[src/rtl/junction_phase_scheduler_if.sv]
// Request/lamp bundle between the intersection sensors/lamp drivers and the phase scheduler.
// master drives sensor and preemption inputs; slave is the scheduler that drives lamps and status.
interface junction_phase_scheduler_if;
  logic [3:0] req;
  logic       emg;
  logic [1:0] emg_dir;
  logic [3:0] red;
  logic [3:0] yel;
  logic [3:0] grn;
  logic [1:0] active;
  logic       busy;
  logic       emg_ack;

  modport master (
    output req, emg, emg_dir,
    input  red, yel, grn, active, busy, emg_ack
  );

  modport slave (
    input  req, emg, emg_dir,
    output red, yel, grn, active, busy, emg_ack
  );
endinterface

[src/rtl/junction_phase_scheduler.sv]
// Four-approach round-robin traffic phase scheduler with min/max green, yellow, all-red and emergency preemption.
// Latency: a request latched at edge n is granted at edge n+1 from IDLE; inputs are sampled every cycle (no backpressure).
module junction_phase_scheduler #(
  parameter int GMIN = 4,
  parameter int GMAX = 12,
  parameter int YT   = 2,
  parameter int ART  = 1,
  parameter int TW   = 5
) (
  input logic                       clk,
  input logic                       rst_n,
  junction_phase_scheduler_if.slave bus
);
  typedef enum logic [1:0] {IDLE, GREEN, YELLOW, ALLRED} state_t;

  localparam logic [TW-1:0] T_GMIN = TW'(GMIN - 1);
  localparam logic [TW-1:0] T_GMAX = TW'(GMAX - 1);
  localparam logic [TW-1:0] T_YT   = TW'(YT - 1);
  localparam logic [TW-1:0] T_ART  = TW'(ART - 1);

  state_t        state, state_nx;
  logic [TW-1:0] timer;
  logic [3:0]    pend, pend_nx;
  logic [1:0]    active, active_nx;
  logic [1:0]    sel, idx;
  logic          sel_vld;
  logic [3:0]    act_oh, others, grant_oh, hold_oh;

  assign act_oh = 4'b0001 << active;
  assign others = pend & ~act_oh;

  // Walk active+4 down to active+1 so the nearest pending index after active wins; active itself is last.
  always_comb begin
    sel     = active;
    sel_vld = 1'b0;
    idx     = active;
    for (int k = 4; k >= 1; k--) begin
      idx = active + 2'(k);
      if (pend[idx]) begin
        sel     = idx;
        sel_vld = 1'b1;
      end
    end
  end

  always_comb begin
    state_nx  = state;
    active_nx = active;
    case (state)
      IDLE: begin
        if (bus.emg) begin
          state_nx  = GREEN;
          active_nx = bus.emg_dir;
        end else if (sel_vld) begin
          state_nx  = GREEN;
          active_nx = sel;
        end
      end
      GREEN: begin
        if (bus.emg) begin
          if (bus.emg_dir != active) state_nx = YELLOW;
        end else if ((timer >= T_GMIN) && (|others) &&
                     (!bus.req[active] || (timer >= T_GMAX))) begin
          state_nx = YELLOW;
        end
      end
      YELLOW: begin
        if (timer >= T_YT) state_nx = ALLRED;
      end
      ALLRED: begin
        if (timer >= T_ART) begin
          if (bus.emg) begin
            state_nx  = GREEN;
            active_nx = bus.emg_dir;
          end else if (sel_vld) begin
            state_nx  = GREEN;
            active_nx = sel;
          end else begin
            state_nx  = IDLE;
          end
        end
      end
      default: state_nx = IDLE;
    endcase
  end

  // The approach holding green cannot re-latch; the approach being granted has its bit cleared.
  always_comb begin
    grant_oh = 4'b0000;
    if ((state_nx == GREEN) && (state != GREEN)) grant_oh = 4'b0001 << active_nx;
    hold_oh = (state == GREEN) ? act_oh : 4'b0000;
    pend_nx = (pend | (bus.req & ~hold_oh)) & ~grant_oh;
  end

  always_ff @(posedge clk) begin
    if (!rst_n) begin
      state  <= IDLE;
      timer  <= '0;
      pend   <= 4'b0000;
      active <= 2'd3;
    end else begin
      state  <= state_nx;
      active <= active_nx;
      pend   <= pend_nx;
      if (state_nx != state) timer <= '0;
      else if (timer < T_GMAX) timer <= timer + TW'(1);
    end
  end

  always_comb begin
    bus.red = 4'hF;
    bus.yel = 4'h0;
    bus.grn = 4'h0;
    case (state)
      GREEN: begin
        bus.grn = act_oh;
        bus.red = ~act_oh;
      end
      YELLOW: begin
        bus.yel = act_oh;
        bus.red = ~act_oh;
      end
      default: ;
    endcase
  end

  assign bus.active  = active;
  assign bus.busy    = (state != IDLE);
  assign bus.emg_ack = (state == GREEN) && bus.emg && (bus.emg_dir == active);
endmodule
[src/flat_wrapper.sv]
// flat-port wrapper written by rule: the top's interface ports become plain ports
module junction_phase_scheduler_flat 
#(
  parameter int GMIN = 4,
  parameter int GMAX = 12,
  parameter int YT   = 2,
  parameter int ART  = 1,
  parameter int TW   = 5
)
  (clk, rst_n, bus_req, bus_emg, bus_emg_dir, bus_red, bus_yel, bus_grn, bus_active, bus_busy, bus_emg_ack);
  junction_phase_scheduler_if bus_i ();
  input logic clk;
  input logic rst_n;
  input wire logic [$bits(bus_i.req)-1:0] bus_req;
  input wire logic [$bits(bus_i.emg)-1:0] bus_emg;
  input wire logic [$bits(bus_i.emg_dir)-1:0] bus_emg_dir;
  output wire logic [$bits(bus_i.red)-1:0] bus_red;
  output wire logic [$bits(bus_i.yel)-1:0] bus_yel;
  output wire logic [$bits(bus_i.grn)-1:0] bus_grn;
  output wire logic [$bits(bus_i.active)-1:0] bus_active;
  output wire logic [$bits(bus_i.busy)-1:0] bus_busy;
  output wire logic [$bits(bus_i.emg_ack)-1:0] bus_emg_ack;
  assign bus_i.req = bus_req;
  assign bus_i.emg = bus_emg;
  assign bus_i.emg_dir = bus_emg_dir;
  assign bus_red = bus_i.red;
  assign bus_yel = bus_i.yel;
  assign bus_grn = bus_i.grn;
  assign bus_active = bus_i.active;
  assign bus_busy = bus_i.busy;
  assign bus_emg_ack = bus_i.emg_ack;
  junction_phase_scheduler #(.GMIN(GMIN), .GMAX(GMAX), .YT(YT), .ART(ART), .TW(TW)) u_core (.clk(clk), .rst_n(rst_n), .bus(bus_i));
endmodule
[config.mk]
export PLATFORM = sky130hd
export DESIGN_NAME = junction_phase_scheduler_flat
export DESIGN_NICKNAME = d
export VERILOG_FILES = /design/src/rtl/junction_phase_scheduler_if.sv /design/src/rtl/junction_phase_scheduler.sv /design/src/flat_wrapper.sv
export SDC_FILE = /design/constraint.sdc
export NUM_CORES = 1
export LEC_CHECK = 0
export CAP_MARGIN = 20
export CORE_MARGIN = 3
export CORE_UTILIZATION = 45
export DETAILED_ROUTE_END_ITERATION = 8
export PLACE_DENSITY_LB_ADDON = 0.2
export SLEW_MARGIN = 10
export SYNTH_ARGS = -nofsm -noshare
export SYNTH_HDL_FRONTEND = slang
export SYNTH_SLANG_ARGS = --single-unit
[constraint.sdc]
create_clock -name clk -period 2 [get_ports clk]
set_input_delay 0.5 -clock clk [delete_from_list [all_inputs] [get_ports clk]]
set_output_delay 0.5 -clock clk [all_outputs]
set_load 0.01 [all_outputs]
==> metrics.yaml, run 1 <==
detailed_routing:
  routedWlPerCell_um: 16.9
  dr.pass1.iters: 4
  drc: 0
  antenna_left: 0
  routed-via-count: 1298
  wl_um: 3750
  viasPerCell: 5.85
  drt_iter0_drc: 92
setup_path:
  crit_path_end_kind: "flop"
  crit_start: "bus_emg_dir[0]"
  path_depth: 7
  ff2ff_setup_slack_ns: 0.05
  cp-start-kind: "primary input"
  crit_chain: "clkdlybuf4s50_1 -> xor2_1 -> o21a_1 -> a31oi_4 -> a211oi_4 -> buf_4 -> a2111oi_4"
  timing.rr.start: "u_core.bus.active[1]"
  crit_path_end: "u_core.timer[1]"
  cp.arrival_ns: 2.16
  path_max_fanout: 5
  crit_required_ns: 2.17
  critical_path_buf_inv_count: 2
  crit_family: "compound AO/OA/AOI/OAI gates"
  reg2reg_depth: 8
  regToRegEndpoint: "u_core.timer[1]"
  crit_type: "primary input to flop"
  max_stage_delay_ns: 0.44
  cpMaxStageDelayCell: "clkdlybuf4s50_1"
synthesis:
  ys.flop_type: "dfxtp_1"
  ys_seq_area_frac: 0.208
  synth_cells: 148
  yosys.area_share.simple: 0.195
  yosysUniqueCellTypes: 53
  avgSynthCellArea_um2: 8.47
  synth_warnings: 0
  syn_nets: 169
  synth_compound_area_frac: 0.305
  synth_area_leaders: "dfxtp_1 (21%), ha_1 (12%), inv_1 (5.1%)"
  synth_top_family_by_area: "compound AO/OA/AOI/OAI gates"
  synth_top_cell_area_share: 0.208
  synth-xor-area-share: 0.0279
  synthAdderAreaFrac: 0.120
  synth_top_area_cell: "dfxtp_1"
  syn_area_um2: 1250
  ys_ff_latch: 13
  synthMuxAreaShare: 0.0689
  synth_edf_count: 0
  async_reset_ff_frac: 0
floorplanning:
  dieWidth_um: 58.8
  die_area_um2: 3460
  die_y_um: 58.8
  start_util: 0.488
  core.rowCount: 18
  ios: 25
  coreArea_um2: 2570
finish:
  final_nets: 214
  drive_gt1_frac: 0.354
  fillers: 200
  finalNonFillerCells: 222
  multi_input_comb_area_um2: 1030
  seqCellArea_um2: 277
  final_area_um2: 1840
  post-route-util: 0.718
  antenna_cells: 0
  syn2layout_area_growth_pct: 47.1
timing:
  setup_violations: 0
  period_minus_slack_ns: 1.99
  skew_ns: 0.00589
  hold_violations: 0
  clock.fmax_mhz: 503
  slew_violations: 0
  tns_ns: 0
  worstMarginPinSlew_ns: 0.499
  relSlewSlack: 0.667
  period_share: 0.995
power_and_ir_drop:
  p_leak_nw: 0.835
  combPwrFrac: 0.739
  netSwitchingPower_w: 0.00116
  p_total_w: 0.00244
  power.share.clock: 0.068
  seqPwrFrac: 0.192
  vdd_drop_max_uv: 1140
  p_int_w: 0.00128
  swShare: 0.476
  powerDensity_nw_per_um2: 1320
cts:
  cts_tree: "built"
  cts.clk_slew.worst_paths_ns: 0.09
  cts_hold_buf: 0
  cts_buffer_depth: 2
  htree_levels: 1
  insertion_delay_ns: 0.27
  cts-root-buf: "clkbuf_4"
  numCtsBuffers: 3
  clock-sinks: 13
placement:
  port_buffers: 24
  place_inst: 212
  dp_hpwl_um: 2770
  gp_congestion: 0.917
  placed_area_um2: 1630
global_route:
  grt_usage: 0.216
  grt_max_degree: 11
  grt-ovfl-total: 0
  grt_pass1_vias: 1266
  antenna_found_initial: 0
  grt_pass1_wl_um: 5890
min_path:
  hold_class: "flop to flop"
job:
  drv_cap: 0
outcome:
  status: "finished, final reports clean"
area by class of cell:
type,count,area share
multi-input combinational,112,0.560
clock buffer,4,0.0142
timing repair buffer,46,0.220
sequential,13,0.150
tap,30,0.0204
inverter,17,0.0360
layer usage:
metal  GRT usage  wire (um)  up-vias
met2       0.345       1680       54
met5           0          0        -
met1       0.295       1760      609
li1            -          -      629
met4      0.0550         58        0
met3      0.0482        249        6
cells in the final DEF (no fill, tap or decap), types with 2 or more instances in the layout:
cell type	count
buf_4	21
nand2_1	17
inv_1	14
dlygate4sd2_1	11
dfxtp_1	8
a21oi_1	7
clkdlybuf4s50_1	6
dlymetal6s2s_1	6
and2_1	4
nor2_1	4
a311oi_1	4
ha_2	4
ha_4	4
ha_1	4
dfxtp_4	4
nor3_1	3
nand3_1	3
nand2b_1	3
mux2i_1	3
nor3_2	3
clkbuf_4	3
inv_2	2
xor2_1	2
mux4_2	2
o21a_1	2
and3_1	2
o211ai_1	2
o21ai_0	2
sequential cells by signal (all words and copies together), names as in the netlist:
signal / count
u_core.state: 2
u_core.bus.active: 2
u_core.pend: 4
u_core.timer: 5
timing repair:
item,4_1_cts,5_1_grt
endpoints found under the setup margin,20,12
pin swaps,5,12
buffers inserted,1,5
resized for setup,33,22
worst min-delay path by stage:
stage / slack (ns) / cells past startpoint / to / start
floorplan: 0.51 / 2 / u_core.timer[4] / u_core.timer[4]
global placement: 0.56 / 2 / u_core.timer[4] / u_core.timer[4]
detailed placement: 0.57 / 2 / u_core.timer[4] / u_core.timer[4]
CTS: 0.57 / 2 / u_core.timer[4] / u_core.timer[4]
global route: 0.61 / 2 / u_core.timer[4] / u_core.timer[4]
finish: 0.58 / 2 / u_core.timer[4] / u_core.timer[4]
worst reg2reg max path, cell delays in order, from the launching register on:
cell and delay [ns]:
dfxtp_4 0.39, buf_4 0.13, ha_2 0.20, nand2b_1 0.13, a41oi_2 0.14, a31oi_4 0.31
a211oi_4 0.10, buf_4 0.17, a2111oi_4 0.28
cells by family after synthesis:
kind of cell | Yosys count
flops | 13
compound gates | 42
mux | 6
fa+ha+maj | 12
xor+xnor | 4
buf+inv | 23
simple gates | 48
metrics by stage:
step                      hold WS, ns  setup slack, ns
after floorplan                 0.506           0.0363
after global placement          0.558           -0.355
after detailed placement        0.566           -0.387
after CTS                       0.574          -0.0872
after global routing            0.612          -0.0380
final                           0.585           0.0101
cells in the mapped netlist, types with 2 or more instances:
| cell | count |
|---|---|
| nand2_1 | 17 |
| mux4_2 | 2 |
| and2_1 | 4 |
| nor4_1 | 2 |
| nor3_1 | 6 |
| inv_1 | 17 |
| o211ai_1 | 2 |
| ha_1 | 12 |
| nand2b_1 | 3 |
| dfxtp_1 | 13 |
| a21oi_1 | 7 |
| and3_1 | 2 |
| o21a_1 | 2 |
| xor2_1 | 3 |
| o22ai_1 | 2 |
| nor2_1 | 4 |
| a311oi_1 | 5 |
| clkbuf_1 | 4 |
| o21ai_0 | 2 |
| nand3_1 | 3 |
| mux2i_1 | 3 |
| a41oi_1 | 2 |
power groups by stage:
stage               Combinational (W)  Sequential, W  Clock [W]
finish                        0.00180       0.000469   0.000167
global route                  0.00197       0.000480   0.000174
CTS                           0.00162       0.000456   0.000162
detailed placement            0.00156       0.000440          0
global placement              0.00153       0.000431          0
floorplan                     0.00103       0.000434          0
Note: power is estimated with default switching activity, not from simulation.
==> run 2, diff against run 1 <==
--- a/config.mk
+++ b/config.mk
@@ -9,7 +9,10 @@
 export CORE_MARGIN = 3
 export CORE_UTILIZATION = 45
 export DETAILED_ROUTE_END_ITERATION = 8
+export DONT_BUFFER_PORTS = 1
+export GPL_ROUTABILITY_DRIVEN = 0
 export PLACE_DENSITY_LB_ADDON = 0.2
+export SETUP_SLACK_MARGIN = 0.1
 export SLEW_MARGIN = 10
 export SYNTH_ARGS = -nofsm -noshare
 export SYNTH_HDL_FRONTEND = slang
==> run 2 against run 1 <==
Non-clock buffer count shrank 28. Clock power up 8%. Sequential share of layout area rose by 1.1 points. Largest cell class unchanged.
==> metrics.yaml, run 2 (synthesis results as in run 1) <==
floorplanning:
  dieWidth_um: 58.8
  core.rowCount: 18
  start_util: 0.488
  die_area_um2: 3460
  die_y_um: 58.8
  ios: 25
  coreArea_um2: 2570
cts:
  htree_levels: 1
  numCtsBuffers: 3
  insertion_delay_ns: 0.31
  cts_hold_buf: 0
  clock-sinks: 13
  cts.clk_slew.worst_paths_ns: 0.11
  cts_buffer_depth: 2
  cts_tree: "built"
  cts-root-buf: "clkbuf_4"
global_route:
  grt_pass1_wl_um: 5330
  grt_max_degree: 12
  grt-ovfl-total: 0
  grt_usage: 0.200
  grt_pass1_vias: 1108
  antenna_found_initial: 0
setup_path:
  critical_path_buf_inv_count: 1
  max_stage_delay_ns: 0.42
  crit_family: "compound AO/OA/AOI/OAI gates"
  crit_type: "flop to flop"
  cpMaxStageDelayCell: "a211oi_4"
  ff2ff_setup_slack_ns: 0.04
  crit_required_ns: 2.17
  cp.arrival_ns: 2.13
  path_max_fanout: 5
  crit_chain: "inv_4 -> ha_4 -> or2b_1 -> a41oi_2 -> a31oi_4 -> a211oi_4 -> nor3_1"
  cp-start-kind: "flop"
  crit_path_end_kind: "flop"
min_path:
  hold_class: "primary input to flop"
timing:
  hold_violations: 0
  relSlewSlack: 0.755
  period_minus_slack_ns: 1.96
  tns_ns: 0
  setup_ws_ns: 0.0408
  period_share: 0.980
  worstMarginPinSlew_ns: 0.366
  clock.fmax_mhz: 510
  slew_violations: 0
  skew_ns: 0.0222
  setup_violations: 0
  rsz0062_at_grt: "true"
detailed_routing:
  drt_iter0_drc: 69
  dr.pass1.iters: 4
  routedWlPerCell_um: 19.6
  viasPerCell: 6.45
  drc: 0
  routed-via-count: 1251
  wl_um: 3810
  antenna_left: 0
finish:
  antenna_cells: 0
  final_area_um2: 1700
  top_regs: "u_core.timer x5, u_core.pend x4"
  final_nets: 186
  most-common-layout-cells: "nand2_1 (17), buf_4 (15), inv_1 (14)"
  top_register: "u_core.timer"
  largest_register_ff_count: 5
  syn2layout_area_growth_pct: 35.3
  drive_gt1_frac: 0.457
  post-route-util: 0.661
  final_common_cell: "nand2_1"
power_and_ir_drop:
  p_int_w: 0.00132
  power.share.clock: 0.070
  combPwrFrac: 0.751
  vdd_drop_max_uv: 988
  netSwitchingPower_w: 0.00128
  p_total_w: 0.00260
  powerDensity_nw_per_um2: 1530
  p_leak_nw: 0.671
  swShare: 0.492
  seqPwrFrac: 0.179
placement:
  dp_hpwl_um: 2540
  place_ws_ns: 0.0704
  placed_area_um2: 1370
  port_buffers: 0
outcome:
  status: "finished, final reports clean"
job:
  drv_cap: 0
[run 2: changes by cell type in the layout (fill, tap and decap cells not counted), sizes merged]
cell	previous run	this run
dlygate4sd2	11	0
clkdlybuf4s50	6	0
dlymetal6s2s	6	0
buf	22	18
clkbuf	5	3
clkinv	0	1
[run 2: power by group through the flow]
stage	registers, W	clock network [W]	logic, W
finish	0.000465	0.000181	0.00195
global route	0.000479	0.000196	0.00209
CTS	0.000430	0.000181	0.00146
detailed placement	0.000430	0	0.00140
global placement	0.000428	0	0.00138
floorplan	0.000441	0	0.00105
[run 2: what timing repair did]
item	4_1_cts	5_1_grt
setup buffers	1	4
endpoints found under the setup margin	10	23
gates resized for setup	4	45
pin swaps	1	22
endpoints found under the hold margin	0	0
[run 2: path summary, 6_finish.rpt]
kind / start / end / depth (start not counted)
setup / recovery: u_core.bus.active[1] / u_core.timer[2] / 7
hold / removal: rst_n / u_core.bus.active[1] / 1
setup reg to reg: u_core.bus.active[1] / u_core.timer[2] / 7
hold reg to reg: u_core.timer[0] / u_core.timer[0] / 2
[run 2: metal layers]
| metal | vias to the layer above | global-route usage | part of all wire |
|---|---|---|---|
| li1 | 569 | - | - |
| met4 | 0 | 0.00971 | 0.012 |
| met3 | 4 | 0.0658 | 0.12 |
| met1 | 599 | 0.295 | 0.41 |
| met5 | - | 0 | 0 |
| met2 | 79 | 0.298 | 0.46 |
[run 2: final cells by class]
cell class / count / area, um2
clock buffers: 3 / 22.5
clock inverters: 1 / 5.00
fillers: 221 / 871
inverters: 17 / 66.3
multi-input cells: 112 / 1130
flip-flops and latches: 13 / 273
well taps: 30 / 37.5
repair buffers: 18 / 164
[run 2: stage by stage]
| step | std cells | hold slack (ns) |
|---|---|---|
| 4_1_cts | 190 | 0.255 |
| 3_3_place_gp | 185 | 0.565 |
| 3_5_place_dp | 185 | 0.566 |
| 6_report | 194 | 0.243 |
| 2_1_floorplan | 148 | 0.516 |
| 5_1_grt | 194 | 0.243 |
